===== config.mk =====
export PLATFORM = sky130hd
export DESIGN_NAME = serial_sub4
export DESIGN_NICKNAME = d
export VERILOG_FILES = /design/src/rtl/serial_sub_pkg.sv /design/src/rtl/full_subtractor.sv /design/src/rtl/serial_sub4.sv
export SDC_FILE = /design/constraint.sdc
export NUM_CORES = 1
export LEC_CHECK = 0
export BUFFER_PORTS_ARGS = -buffer_cell sky130_fd_sc_hd__clkbuf_2
export CORE_ASPECT_RATIO = 1.5
export CORE_MARGIN = 2
export CORE_UTILIZATION = 53
export DETAILED_ROUTE_END_ITERATION = 8
export GPL_TIMING_DRIVEN = 0
export MAX_ROUTING_LAYER = met4
export PLACE_DENSITY = 0.76
export SETUP_SLACK_MARGIN = 0.05
export SLEW_MARGIN = 0
export SYNTH_ARGS = -nofsm -noshare
export SYNTH_HDL_FRONTEND = slang
export SYNTH_SLANG_ARGS = --single-unit

===== constraint.sdc =====
create_clock -name clk -period 1.5 [get_ports clk]
set_input_delay 0.15 -clock clk [delete_from_list [all_inputs] [get_ports clk]]
set_output_delay 0.15 -clock clk [all_outputs]
set_load 0.05 [all_outputs]

===== src/rtl/serial_sub_pkg.sv =====
// Shared types and defaults for the bit-serial subtractor.
// State encoding and the default operand width live here.
package serial_sub_pkg;

    localparam int SUB_WIDTH = 4;

    typedef enum logic [1:0] {
        IDLE  = 2'd0,
        SHIFT = 2'd1,
        DONE  = 2'd2
    } state_t;

endpackage


===== src/rtl/full_subtractor.sv =====
// One-bit full subtractor: x - y - bin.
// Produces the difference bit and the borrow out.
module full_subtractor (
    input  logic x,
    input  logic y,
    input  logic bin,
    output logic d,
    output logic bout
);

    assign d    = x ^ y ^ bin;
    assign bout = (~x & y) | (~(x ^ y) & bin);

endmodule


===== src/rtl/serial_sub4.sv =====
// Bit-serial unsigned subtractor, LSB first, one bit per clock.
// Optional zero flag with SUB_ZERO_FLAG_EN.
module serial_sub4
    import serial_sub_pkg::*;
#(
    parameter  int WIDTH = SUB_WIDTH,
    localparam int CNT_W = $clog2(WIDTH + 1)
) (
    input  logic             clk,
    input  logic             rst_n,
    input  logic             in_valid,
    output logic             in_ready,
    input  logic [WIDTH-1:0] a,
    input  logic [WIDTH-1:0] b,
    output logic             out_valid,
    input  logic             out_ready,
    output logic [WIDTH-1:0] diff,
    output logic             borrow
`ifdef SUB_ZERO_FLAG_EN
   ,output logic             zero
`endif
);

    state_t           state;
    logic [WIDTH-1:0] a_sh;
    logic [WIDTH-1:0] b_sh;
    logic [WIDTH-1:0] res;
    logic             bq;
    logic [CNT_W-1:0] cnt;
    logic             d_bit;
    logic             b_next;
    logic [WIDTH:0]   res_cat;

    full_subtractor u_fs (
        .x    (a_sh[0]),
        .y    (b_sh[0]),
        .bin  (bq),
        .d    (d_bit),
        .bout (b_next)
    );

    // Concatenate then drop the LSB so WIDTH=1 needs no special case
    assign res_cat  = {d_bit, res};
    assign in_ready = (state == IDLE);

`ifdef SUB_ZERO_FLAG_EN
    logic zq;
    logic zero_r;

    assign zero = out_valid & zero_r;
`endif

    always_ff @(posedge clk or negedge rst_n) begin
        if (!rst_n) begin
            state     <= IDLE;
            a_sh      <= '0;
            b_sh      <= '0;
            res       <= '0;
            bq        <= 1'b0;
            cnt       <= '0;
            out_valid <= 1'b0;
            diff      <= '0;
            borrow    <= 1'b0;
`ifdef SUB_ZERO_FLAG_EN
            zq        <= 1'b1;
            zero_r    <= 1'b0;
`endif
        end else begin
            unique case (state)
                IDLE: begin
                    if (in_valid) begin
                        a_sh  <= a;
                        b_sh  <= b;
                        bq    <= 1'b0;
                        cnt   <= '0;
                        state <= SHIFT;
`ifdef SUB_ZERO_FLAG_EN
                        zq    <= 1'b1;
`endif
                    end
                end
                SHIFT: begin
                    res  <= res_cat[WIDTH:1];
                    a_sh <= a_sh >> 1;
                    b_sh <= b_sh >> 1;
                    bq   <= b_next;
                    cnt  <= cnt + CNT_W'(1);
`ifdef SUB_ZERO_FLAG_EN
                    zq   <= zq & ~d_bit;
`endif
                    if (cnt == CNT_W'(WIDTH - 1)) begin
                        state <= DONE;
                    end
                end
                DONE: begin
                    // First DONE cycle publishes; later cycles wait for the consumer
                    if (!out_valid) begin
                        out_valid <= 1'b1;
                        diff      <= res;
                        borrow    <= bq;
`ifdef SUB_ZERO_FLAG_EN
                        zero_r    <= zq;
`endif
                    end else if (out_ready) begin
                        out_valid <= 1'b0;
                        state     <= IDLE;
                    end
                end
                default: state <= IDLE;
            endcase
        end
    end

endmodule


Word level (Yosys, flattened, before mapping)
Cells that the tools add are included.
- flip-flop bits (word level): 24
- output and inout bits: 7
- word-level logic and storage cells: 45
- add/subtract/negate cells: 1
- eq/ne operators: 7
- mux-type cells: 15
- bitwise logic cells: 8
- reduce and logical (&&, ||, !) cells: 5
- operator list (kind ; number):
    4-bit one-hot mux with 2 select lines ; 2
    2-bit two-way mux ; 4
    4-bit two-way mux ; 2
    2-bit != test, second input constant ; 4
    2-bit one-hot mux with 3 select lines ; 1
    3-bit one-hot mux with 2 select lines ; 1
    2-bit AND reduction ; 2
    4-bit AND reduction ; 1
    3-bit by 1-bit adder with 3-bit output, second input constant ; 1
    3-bit by 2-bit == test with 1-bit output, second input constant ; 1
    1-bit two-way mux ; 3
    3-bit two-way mux ; 1
    1-bit inverter ; 3
    1-bit bitwise AND ; 2
    2-bit by 1-bit == test with 1-bit output, second input constant ; 1
    2-bit == test, second input constant ; 1
    2-bit logical NOT ; 1
    1-bit one-hot mux with 2 select lines ; 1
    2-bit nonzero test ; 1
    1-bit bitwise XOR ; 2
    1-bit bitwise OR ; 1

Logic depth before layout (Yosys ltp)
- depth after elaboration: 5
- mapped depth: 4
- gate-level depth less buffers: 4

Modules after synthesis
A second synthesis with hierarchy kept.
- cells, all modules: 90
- area total of the unflattened synthesis: 1153.6 µm²
- modules (own cells, without submodules) (module ; instances ; cells an instance ; area each (µm²) ; seq. area each (µm²)):
    serial_sub4 ; 1 ; 86 ; 1122.3 ; 600.6
    full_subtractor ; 1 ; 4 ; 31.3 ; 0.0

Worst setup path before layout
No wires, ideal clock.
- kind: reg-to-output
- start: reg state[1]
- end: out in_ready
- arrival time: 1.353 ns
- slack: -0.003 ns
- cell stages (with the launch flop): 4
- path buffers: 2
- cell sequence: dfrtp_1 > clkbuf_1 > buf_4 > nor2_1
- cells in the longest elaborated chain, start to end: 1
- ends and longest elaborated chain (element ; RTL line ; RTL):
    from (decl) ; serial_sub4.sv:24 ; state_t state;
    from (signal assigned) ; serial_sub4.sv:55 ; state <= IDLE;
    from (signal assigned) ; serial_sub4.sv:76 ; state <= SHIFT;
    from (signal assigned) ; serial_sub4.sv:92 ; state <= DONE;
    2-bit logical NOT ; serial_sub4.sv:44 ; assign in_ready = (state == IDLE);
    to (decl) ; serial_sub4.sv:12 ; output logic in_ready,
Every way passes these cells.

Worst setup path in the final report
- start: reg state[0]
- end: out in_ready
The elaborated chain is that of the path after synthesis.

==> impl_metrics.ini <==
[synthesis]
synth.area.top_cells = dfrtp_1 55%, mux2_2 8.2%, o221a_2 5.1%
yosysWarningCount = 0
syn-num-nets = 96
syn-cell-area_um2 = 1100
synth-seq-area-share = 0.546
syn_area_per_cell_um2 = 13.6
syn_inst = 81
synth_edf_count = 0
synth_top_area_frac = 0.546
synth_top_area_cell = dfrtp_1
ys_types = 25
postSynth.asyncResetShare = 1.00
ys_ff_latch = 24
post-synth-top-count-cell = dfrtp_1
synthFlopType = dfrtp_1
yosys-top-cells-count = 24 x dfrtp_1, 8 x mux2_2, 5 x o221a_2, 5 x or4b_1

[floorplan]
die_w_um = 41.2
rows = 20
initial_core_util = 0.549
dieArea_um2 = 2460
die_y_um = 59.8
pin_count = 19
coreArea_um2 = 2000

[setup_path]
max_stage_delay_ns = 0.40
cp.arrival_ns = 1.25
path_class = reg -> out
path_cells = buf_4 > buf_6 > nor2_4 > buf_8
cp-start-kind = flip-flop
cp_slowest_cell = dfrtp_1
crit_fanout = 10
worstSetupEndpointType = output pin
cp.required_ns = 1.35

[detailed_routing]
drtIter0Drc = 18
wl_per_cell_um = 15.5
ant_nets = 0
vias_per_cell = 5.83
drc = 0
routed_wl_um = 1960
drtPass1Iterations = 4
num_vias = 735

[pwr]
pwr_density_cell_nw_per_um2 = 2340
cellLeakagePower_nw = 0.616
peakVddDrop_mv = 1.01

[global_routing]
grt_pass1_vias = 765
grt_overflow_total = 0
grt_pass1_wl_um = 3220
antenna_found_initial = 0
grtUsageTotal = 0.200
grt_max_degree = 25

[timing]
setup_viol = 0
rsz0062_at_grt = yes
finalSetupTns_ns = 0
hold_viol_final = 0
worst_pin_slew_ns = 0.604
slew_viol_final = 0
worst_slew_margin_rel = 0.597
finClkSkew_ns = 0.00461
fin_ws_ns = 0.0995
fin_crit_sh = 0.934
fmax_mhz = 714
fin_crit_ns = 1.40

[clock_tree]
clk_latency_ns = 0.31
clock_path_buffers = 2
cts_tree = done
clkTransAtPathRegs_ns = 0.12
clock_sinks = 24
root_buffer = clkbuf_4
numCtsBuffers = 3
ctsHtreeMaxLevel = 1

[placed_design]
dp_hpwl_um = 1440
gp_congestion = 0.774
portBuffers = 18
pre_cts_ws_ns = 0.103

[worst_hold_path]
min_path_type = in -> reg

[finish]
nets = 121
drive_above_1_share = 0.423
n_antenna_cell = 0
syn_to_final_growth_pct = 18.0

[job]
drv_cap = 0

[status]
outcome = finished, final reports clean
-- worst paths after layout --
check / slack [ns] / cells after the start / end / from
worst max-delay path: 0.1 / 4 / in_ready / state[0]
worst min-delay path: 0.18 / 3 / b_sh[2] / b[2]
worst max register to register: 0.13 / 3 / a_sh[2] / state[1]
worst min register to register: 0.50 / 1 / cnt[0] / cnt[0]
max in group asynchronous: 0.74 / 2 / diff[1] / rst_n
min in group asynchronous: 0.37 / 2 / diff[3] / rst_n
-- cell families (layout without fill, tap and decap cells) --
family | count (synthesis) | in the layout | synth area share
AO/OA/AOI/OAI | 17 | 17 | 0.137
buffers and inverters | 9 | 32 | 0.0409
AND/OR/NAND/NOR | 18 | 18 | 0.135
multiplexers | 10 | 10 | 0.100
flip-flops | 24 | 24 | 0.546
adder cells (fa/ha/maj) | 3 | 3 | 0.0410
-- repair_timing --
item | 4_1_cts | 5_1_grt
resized for setup | 7 | 3
setup endpoints to repair | 1 | 6
hold endpoints to repair | 24 | 0
setup buffers | 2 | 0
hold buffers | 1 | 0
-- metal layers --
metal | track usage | up-vias | wire length, µm
met4 | 0.0968 | 0 | 41
li1 | - | 350 | -
met2 | 0.335 | 18 | 1080
met5 | - | - | 0
met1 | 0.218 | 362 | 770
met3 | 0.0335 | 5 | 71
-- flip-flops by register name, summed over array words and instances (netlist names) --
name / cells
a_sh: 4
b_sh: 4
diff: 4
res: 4
cnt: 3
state: 2
borrow: 1
bq: 1
out_valid: 1
-- where the power goes --
part / internal [W] / leakage (nW) / total (W) / switching, W
Clock: 0.0000938 / 0.0138 / 0.000272 / 0.000178
Sequential: 0.000961 / 0.294 / 0.00115 / 0.000193
Combinational: 0.000733 / 0.308 / 0.00162 / 0.000883
Total: 0.00179 / 0.616 / 0.00304 / 0.00125
-- placed cells by master, fill, tap and decap left out, drive strengths merged --
| cell | synthesis | final |
|---|---|---|
| nand2b | 4 | 4 |
| inv | 3 | 3 |
| mux2 | 8 | 8 |
| ha | 2 | 2 |
| a21oi | 2 | 2 |
| nor2 | 1 | 1 |
| buf | 5 | 7 |
| nor3b | 4 | 4 |
| o21ba | 1 | 1 |
| nor2b | 1 | 1 |
| o21bai | 1 | 1 |
| fa | 1 | 1 |
| or4b | 5 | 5 |
| a22o | 4 | 4 |
| a211oi | 1 | 1 |
| o22ai | 1 | 1 |
| o221a | 5 | 5 |
| dlygate4sd3 | 0 | 1 |
| dfrtp | 24 | 24 |
| a211o | 2 | 2 |
| nor4bb | 2 | 2 |
| nor4b | 1 | 1 |
| clkbuf | 1 | 21 |
| mux2i | 2 | 2 |
-- critical path, delay by kind of cell (launching register included) --
kind          cells  cell delay, ns
buf+inv           3            0.46
flops             1            0.40
simple gates      1            0.09
-- per-stage QoR --
step / std cells / total power [W] / hold WS (ns) / util / cell area, µm²
CTS: 126 / 0.00304 / 0.175 / 0.642 / 1280
detailed placement: 121 / 0.00267 / 0.185 / 0.609 / 1220
global placement: 121 / 0.00260 / 0.174 / 0.609 / 1220
finish: 126 / 0.00304 / 0.183 / 0.648 / 1300
global route: 126 / 0.00326 / 0.166 / 0.648 / 1300
floorplan: 81 / 0.00232 / -0.146 / - / 1100
-- layout make-up --
cell class	count	area, µm²
fillers	174	704
flip-flops and latches	24	601
multi-input cells	48	468
repair buffers	21	125
plain buffers	5	42.5
well taps	22	27.5
clock buffers	3	22.5
inverters	3	11.3
No activity file was read; power rests on OpenSTA's default activity.
